<file path="config.mk">
export PLATFORM = sky130hd
export DESIGN_NAME = score_tracker_flat
export DESIGN_NICKNAME = d
export VERILOG_FILES = /design/src/rtl/score_tracker_if.sv /design/src/rtl/score_tracker.sv /design/src/flat_wrapper.sv
export SDC_FILE = /design/constraint.sdc
export NUM_CORES = 1
export LEC_CHECK = 0
export BUFFER_PORTS_ARGS = -buffer_cell sky130_fd_sc_hd__buf_2
export CAP_MARGIN = 10
export CORE_MARGIN = 3
export CORE_UTILIZATION = 40
export CTS_BUF_LIST = sky130_fd_sc_hd__clkbuf_16
export CTS_CLUSTER_DIAMETER = 30
export DETAILED_ROUTE_END_ITERATION = 12
export PLACE_DENSITY = 0.6
export SYNTH_ARGS = -nofsm -noshare
export SYNTH_HDL_FRONTEND = slang
export SYNTH_SLANG_ARGS = --single-unit
</file>
<file path="constraint.sdc">
create_clock -name Clk -period 3.5 [get_ports Clk]
set_input_delay 0.7 -clock Clk [delete_from_list [all_inputs] [get_ports Clk]]
set_output_delay 0.7 -clock Clk [all_outputs]
set_load 0.1 [all_outputs]
</file>
<file path="src/rtl/score_tracker_if.sv">
// Kill-credit handshake and HUD score bus between the score tracker and its environment.
interface score_tracker_if #(
    parameter int unsigned NUM_SRC = 4
);
    logic               Game_Restart;
    logic               Frame_Start;
    logic [NUM_SRC-1:0] Kill_Req;
    logic [NUM_SRC-1:0] Kill_Ack;
    logic [7:0]         Total_Score;
    logic [3:0]         Ten_Digit;
    logic [3:0]         Unit_Digit;
    logic               Score_Maxed;
    logic [7:0]         High_Score;

    modport master (
        output Game_Restart, Frame_Start, Kill_Req,
        input  Kill_Ack, Total_Score, Ten_Digit, Unit_Digit, Score_Maxed, High_Score
    );

    modport slave (
        input  Game_Restart, Frame_Start, Kill_Req,
        output Kill_Ack, Total_Score, Ten_Digit, Unit_Digit, Score_Maxed, High_Score
    );
endinterface

</file>
<file path="src/rtl/score_tracker.sv">
// Round-robin kill-credit arbiter feeding a saturating two-digit BCD score,
// with frame-latched display outputs and a session high score.
module score_tracker #(
    parameter int unsigned NUM_SRC   = 4,
    parameter int unsigned MAX_SCORE = 99
) (
    input  logic            Clk,
    input  logic            Reset_n,
    score_tracker_if.slave  bus
);
    localparam int unsigned PW    = (NUM_SRC > 1) ? $clog2(NUM_SRC) : 1;
    localparam logic [3:0]  MAX_T = 4'(MAX_SCORE / 10);
    localparam logic [3:0]  MAX_U = 4'(MAX_SCORE % 10);

    logic [NUM_SRC-1:0] r_ack;
    logic [PW-1:0]      r_ptr;
    logic [3:0]         r_run_t;
    logic [3:0]         r_run_u;
    logic [7:0]         r_total;
    logic [3:0]         r_ten;
    logic [3:0]         r_unit;
    logic               r_maxed;
    logic [7:0]         r_high;

    logic [NUM_SRC-1:0] w_elig;
    logic [NUM_SRC-1:0] w_rot;
    logic               w_found;
    logic [PW-1:0]      w_gnt_idx;
    logic               w_grant;
    logic [PW-1:0]      w_next_ptr;
    logic [NUM_SRC-1:0] w_next_ack;
    logic               w_at_max;
    logic [3:0]         w_next_t;
    logic [3:0]         w_next_u;
    logic               w_next_maxed;
    logic [7:0]         w_run_bin;

    // An acked source is ineligible until it drops its request; scan rotated so bit 0 is rr_ptr.
    always_comb begin
        w_elig    = bus.Kill_Req & ~r_ack;
        w_rot     = NUM_SRC'({w_elig, w_elig} >> r_ptr);
        w_found   = 1'b0;
        w_gnt_idx = '0;
        for (int unsigned k = 0; k < NUM_SRC; k++) begin
            if (!w_found && w_rot[k]) begin
                w_found   = 1'b1;
                w_gnt_idx = PW'((32'(r_ptr) + k) % NUM_SRC);
            end
        end
    end

    always_comb begin
        w_grant    = w_found && !bus.Game_Restart;
        w_next_ptr = r_ptr;
        w_next_ack = '0;
        if (w_grant) begin
            w_next_ack = NUM_SRC'(1) << w_gnt_idx;
            w_next_ptr = (w_gnt_idx == PW'(NUM_SRC - 1)) ? '0 : w_gnt_idx + PW'(1);
        end
    end

    // Saturating BCD increment; a grant at the ceiling is acked but absorbed.
    always_comb begin
        w_at_max = (r_run_t == MAX_T) && (r_run_u == MAX_U);
        w_next_t = r_run_t;
        w_next_u = r_run_u;
        if (bus.Game_Restart) begin
            w_next_t = 4'd0;
            w_next_u = 4'd0;
        end else if (w_grant && !w_at_max) begin
            if (r_run_u == 4'd9) begin
                w_next_u = 4'd0;
                w_next_t = r_run_t + 4'd1;
            end else begin
                w_next_u = r_run_u + 4'd1;
            end
        end
        w_next_maxed = !bus.Game_Restart && (w_next_t == MAX_T) && (w_next_u == MAX_U);
        w_run_bin    = 8'(r_run_t) * 8'd10 + 8'(r_run_u);
    end

    always_ff @(posedge Clk or negedge Reset_n) begin
        if (!Reset_n) begin
            r_ack   <= '0;
            r_ptr   <= '0;
            r_run_t <= 4'd0;
            r_run_u <= 4'd0;
            r_total <= 8'd0;
            r_ten   <= 4'd0;
            r_unit  <= 4'd0;
            r_maxed <= 1'b0;
            r_high  <= 8'd0;
        end else begin
            r_ack   <= w_next_ack;
            r_ptr   <= w_next_ptr;
            r_run_t <= w_next_t;
            r_run_u <= w_next_u;
            r_maxed <= w_next_maxed;
            // Display captures the pre-edge count so mid-frame credits never tear the HUD.
            if (bus.Frame_Start) begin
                r_total <= w_run_bin;
                r_ten   <= r_run_t;
                r_unit  <= r_run_u;
            end
            if (bus.Game_Restart && (w_run_bin > r_high)) begin
                r_high <= w_run_bin;
            end
        end
    end

    assign bus.Kill_Ack    = r_ack;
    assign bus.Total_Score = r_total;
    assign bus.Ten_Digit   = r_ten;
    assign bus.Unit_Digit  = r_unit;
    assign bus.Score_Maxed = r_maxed;
    assign bus.High_Score  = r_high;
endmodule

</file>
<file path="src/flat_wrapper.sv">
// flat-port wrapper written by rule: the top's interface ports become plain ports
module score_tracker_flat 
#(
    parameter int unsigned NUM_SRC   = 4,
    parameter int unsigned MAX_SCORE = 99
)
  (Clk, Reset_n, bus_Game_Restart, bus_Frame_Start, bus_Kill_Req, bus_Kill_Ack, bus_Total_Score, bus_Ten_Digit, bus_Unit_Digit, bus_Score_Maxed, bus_High_Score);
  score_tracker_if #(.NUM_SRC(NUM_SRC)) bus_i ();
  input  logic Clk;
  input  logic Reset_n;
  input wire logic [$bits(bus_i.Game_Restart)-1:0] bus_Game_Restart;
  input wire logic [$bits(bus_i.Frame_Start)-1:0] bus_Frame_Start;
  input wire logic [$bits(bus_i.Kill_Req)-1:0] bus_Kill_Req;
  output wire logic [$bits(bus_i.Kill_Ack)-1:0] bus_Kill_Ack;
  output wire logic [$bits(bus_i.Total_Score)-1:0] bus_Total_Score;
  output wire logic [$bits(bus_i.Ten_Digit)-1:0] bus_Ten_Digit;
  output wire logic [$bits(bus_i.Unit_Digit)-1:0] bus_Unit_Digit;
  output wire logic [$bits(bus_i.Score_Maxed)-1:0] bus_Score_Maxed;
  output wire logic [$bits(bus_i.High_Score)-1:0] bus_High_Score;
  assign bus_i.Game_Restart = bus_Game_Restart;
  assign bus_i.Frame_Start = bus_Frame_Start;
  assign bus_i.Kill_Req = bus_Kill_Req;
  assign bus_Kill_Ack = bus_i.Kill_Ack;
  assign bus_Total_Score = bus_i.Total_Score;
  assign bus_Ten_Digit = bus_i.Ten_Digit;
  assign bus_Unit_Digit = bus_i.Unit_Digit;
  assign bus_Score_Maxed = bus_i.Score_Maxed;
  assign bus_High_Score = bus_i.High_Score;
  score_tracker #(.NUM_SRC(NUM_SRC), .MAX_SCORE(MAX_SCORE)) u_core (.Clk(Clk), .Reset_n(Reset_n), .bus(bus_i));
endmodule
</file>
==> Word-level counts from Yosys, hierarchy flattened <==
Cells that the tools add are included.
{ "word_totals": {"in_bits": 8, "ff_bits": 39, "output_inout_bits": 29} }
{ "classes": {"n_reduce_logical": 14, "n_lt_le_gt_ge": 1, "bitwise": 2, "mux": 16, "n_eq_ne": 5, "add_sub_neg": 7, "n_mul": 1, "shift": 2} }
{ "ops": {"columns": ["op", "count"], "rows": [
  ["$mux W4", 7],
  ["$eq A4 B4 Y1 const B", 4],
  ["$mux W2", 5],
  ["$logic_and A1 B1 Y1", 9],
  ["$add A4 B1 Y4 const B", 2],
  ["$add A8 B4 Y8", 1],
  ["$gt A8 B8 Y1", 1],
  ["$shr A8 B2 Y4", 1],
  ["$mul A4 B3 Y7 const B", 1],
  ["$logic_not A1 Y1", 5],
  ["$add A2 B1 Y2 const B", 2],
  ["$add A2 B2 Y2 const B", 2],
  ["$and A4 B4 Y4", 1],
  ["$mux W1", 4],
  ["$not A4 Y4", 1],
  ["$shl A1 B2 Y4 const A", 1],
  ["$eq A2 B2 Y1 const B", 1]
]} }

==> Depth between registers and ports, before layout <==
{ "depth": {"word_depth": 20, "depth_mapped": 12, "ltp_nobuf": 12} }

==> Worst setup path before layout <==
OpenSTA, ideal clock, no wires.
{ "synth_path": {"kind": "register to register", "from": "register u_core.r_run_t[1]", "to": "register u_core.r_high[0], in the netlist u_core.bus.High_Score[0]", "path_stages_with_launch": 13, "period_less_slack_ns": 3.328, "path_slack_ns": 0.172, "required_ns": 3.374, "setup_ns": 0.126, "arrival_ns": 3.202, "cell_sequence": "dfrtp_1 > ha_1 > ha_1 > fa_1 > nand3_1 > mux2i_1 > a22o_1 > ha_1 > nand2_1 > o211ai_1 > o211ai_1 > a21oi_2 > mux2_2"} }
{ "synth_via": {"elab_chain_len": 4} }
{ "synth_rtl": {"columns": ["element", "line", "rtl"], "rows": [
  ["from (decl)", "score_tracker.sv:17", "logic [3:0] r_run_t;"],
  ["from (signal assigned)", "score_tracker.sv:96", "r_run_t <= w_next_t;"],
  ["$mul A4 B3 Y7", "score_tracker.sv:79", "w_run_bin = 8'(r_run_t) * 8'd10 + 8'(r_run_u);"],
  ["$add A8 B4 Y8", "score_tracker.sv:79", null],
  ["net u_core.w_run_bin[7]", "score_tracker.sv:36", "logic [7:0] w_run_bin;"],
  ["$gt A8 B8 Y1", "score_tracker.sv:105", "if (bus.Game_Restart && (w_run_bin > r_high)) begin"],
  ["$logic_and A1 B1 Y1", "score_tracker.sv:105", null],
  ["to (signal assigned)", "score_tracker.sv:106", "r_high <= w_run_bin;"],
  ["to (decl)", "score_tracker.sv:23", "logic [7:0] r_high;"]
]} }
The timed path passes the listed nets, and every way through them passes these cells.
A chain may end at the register's enable or synchronous reset.

==> Final worst setup path <==
{ "layout_path": {"from": "register u_core.r_run_t[1]", "to": "register u_core.r_high[3], in the netlist u_core.bus.High_Score[3]"} }
Same word-level chain as after synthesis.

==> summary.txt <==
Clocking
  • CTS tree: done
  • Clk buf depth: 2
  • Clock latency at the later pin of the worst-skew pair: around 280 ps
  • Root Buffer: clkbuf_16
  • H-tree depth: 2
  • Clock transition at path regs: 60 ps
  • CTS buffer count: 5
  • Sink Count: 38

Placed design
  • Port bufs: 36
  • Pre-CTS WS: -30.5 ps
  • GP Congestion: ~0.81
  • HPWL after detailed placement: approximately 3400 um

Worst setup path
  • Crit path max fanout: 7
  • CP max stage cell: fa_2
  • Slack of the worst reg-to-reg path: 160 ps
  • Worst Setup End Kind: flip-flop
  • CP bufs+invs: 1
  • R2r worst-path depth: 13
  • Delay-heaviest family, CP: adder cells
  • WP depth: 13
  • Setup crit end: u_core.bus.High_Score[3]
  • Worst path cell trace: ha_4 > ha_4 > fa_2 > nand3_2 > mux2i_1 > a22o_1 > ha_4 > nand2_1 > o211ai_1 > o211ai_1 > a21oi_4 > buf_12 > mux2_2
  • WP data required: 3660 ps
  • Kind of critical path: flip-flop to flip-flop
  • Reg2reg start: u_core.r_run_t[1]
  • Setup crit start: u_core.r_run_t[1]
  • CP Launch Type: flip-flop
  • Most Frequent Cell on Critical Path: ha_4
  • WP data arrival: between 3000 and 4000 ps
  • Worst R2R End: u_core.bus.High_Score[3]
  • Largest stage delay, worst path: 590 ps

Hold path
  • Min-Delay Path Depth: 1
  • Worst Hold Class: flip-flop to flip-flop

Route
  • 1st-pass router iterations: 4
  • Drc violations: 0
  • DRT iter0 DRCs: 27
  • Vias/cell: ~5.2
  • DR vias: 1657
  • Total Wirelength: 4740 um
  • Avg WL per Cell: 14.9 um
  • Antenna Violating Nets Remaining: 0

Synthesis
  • Share of the synthesized area in the top cell type: 0.423
  • Count leader, synth: dfrtp_1
  • Syn_nets: 233
  • Async S/R FF share, synth: 1.00
  • Post-synth cell types: 42
  • Number of synthesized register bits: 38
  • Cell Area, Synth: 2250 um^2
  • Main synth FF type: dfrtp_1
  • Cell taking the most area after synthesis: dfrtp_1
  • Synth area leaders: dfrtp_1 (42%), ha_1 (12%), mux2_2 (12%)
  • Synthesis Warnings: 0
  • Number of synthesized flops with an enable pin: 0
  • Syn avg cell area: 11.1 um^2
  • Mapped Cells: 202
  • Post-synthesis sequential area ratio: 0.423
  • Synth top cells by count: dfrtp_1 (38), mux2_2 (23), ha_1 (21)

Timing
  • Post-route setup slack: approximately 160 ps
  • Tmin final: between 3000 and 4000 ps
  • Clock skew: 4.39 ps
  • Fin Hold WS: 498 ps
  • Setup-failing EPs final: 0
  • Slew @ Worst Pin: 866 ps
  • Fmax: 299 MHz
  • Fin crit share: 0.954
  • Final Hold Viols: 0
  • Slew headroom: 0.423
  • Fin. max-slew vios: 0

Final layout
  • Post-layout util: 0.528
  • Layout overhead on the synthesized area: 23.9%
  • Nets: 278
  • Layout cells sized above 1: 0.348
  • N_diodes: 0

Job
  • Number of max-cap violations: 0

Power and ir drop
  • Total Power: 1650 uW
  • VDD IR max: between 0.3 and 0.4 mV
  • Lkg Pwr: about 0.0014 uW
  • Pwr dens: 594 nW/um^2

Global routing
  • Number of antenna violations at the first check in global routing: 0
  • Largest net degree at the start of global routing: 39
  • Total GRT Usage: 0.155
  • Overflow left after global routing: 0
  • Vias in the first global route: 1593
  • First-pass GRT wire length: 7750 um

Floorplan
  • Top Ports: 37
  • Die Span Y: 81.0 um
  • Row Count: 26
  • Die width: 81.0 um
  • Die area: 6560 um^2
  • Starting Density: 0.427
  • Core area: 5270 um^2

Status
  • Outcome: finished clean
[timing repair]
item / in CTS / in global routing
pin swaps: 0 / 7
gates resized for setup: 1 / 12
endpoints found under the setup margin: 8 / 8
setup buffers: 0 / 3
hold buffers: 0 / 0
[worst min-delay path by stage]
stage,startpoint,to,slack [ps]
4_1_cts,u_core.bus.Unit_Digit[3],u_core.bus.Unit_Digit[3],500
5_1_grt,u_core.bus.Ten_Digit[1],u_core.bus.Ten_Digit[1],520
6_report,u_core.bus.Ten_Digit[1],u_core.bus.Ten_Digit[1],500
3_5_place_dp,u_core.bus.Unit_Digit[3],u_core.bus.Unit_Digit[3],490
3_3_place_gp,u_core.bus.Total_Score[6],u_core.bus.Total_Score[6],490
2_1_floorplan,Reset_n,u_core.bus.High_Score[0],400
[cells by family (layout without fill, tap and decap cells)]
kind of cell / count (synthesis) / after routing / share of synthesized area
xor+xnor: 8 / 8 / 0.0312
flops: 38 / 38 / 0.423
fa+ha+maj: 23 / 23 / 0.135
buf+inv: 21 / 66 / 0.0401
mux: 27 / 27 / 0.133
simple gates: 45 / 45 / 0.116
compound gates: 40 / 40 / 0.122
[cells in the final DEF, fill, tap and decap left out, types with 3 or more instances in the layout]
cell	n
dfrtp_1	37
inv_1	15
a21oi_1	11
nor2b_1	3
nand3_1	4
ha_1	17
nor2_1	8
o21ai_0	8
nand2_1	9
xnor2_1	7
ha_4	3
mux2i_1	4
mux2_2	20
or3_1	3
buf_4	7
and2_1	4
nand2b_1	4
buf_2	36
clkbuf_16	5
a21o_1	3
mux2_4	3
[per-stage QoR]
stage	setup TNS (ps)	area, um^2	instances
finish	0	2790	317
global route	-0.342	2790	317
CTS	0	2690	314
detailed placement	-162	2520	307
floorplan	0	2250	202
global placement	0	2520	307
[metal layers]
metal  GRT usage  vias up  part of all wire
li1            -      811                 -
met1       0.212      812              0.48
met3      0.0355        5             0.037
met5           0        -                 0
met4      0.0608        0             0.014
met2       0.237       29              0.47
[flip-flops by register name, indices dropped and copies added (netlist names)]
signal and count:
u_core.bus.High_Score 8, u_core.bus.Kill_Ack 4, u_core.bus.Score_Maxed 1, u_core.bus.Ten_Digit 4
u_core.bus.Total_Score 7, u_core.bus.Unit_Digit 4, u_core.r_ptr 2, u_core.r_run_t 4
u_core.r_run_u 4
[layout make-up]
| cell class | instances | area (um^2) |
|---|---|---|
| clock buffer | 5 | 125 |
| clock inverter | 2 | 33.8 |
| fill | 483 | 2480 |
| inverter | 15 | 56.3 |
| multi-input combinational | 143 | 1280 |
| sequential | 38 | 952 |
| tap | 70 | 87.6 |
| timing repair buffer | 44 | 253 |
[where the power goes]
group | switching (uW) | internal (uW)
clock | 167 | 329
sequential | 35.2 | 489
combinational | 449 | 185
No activity file was read; power rests on OpenSTA's default activity.
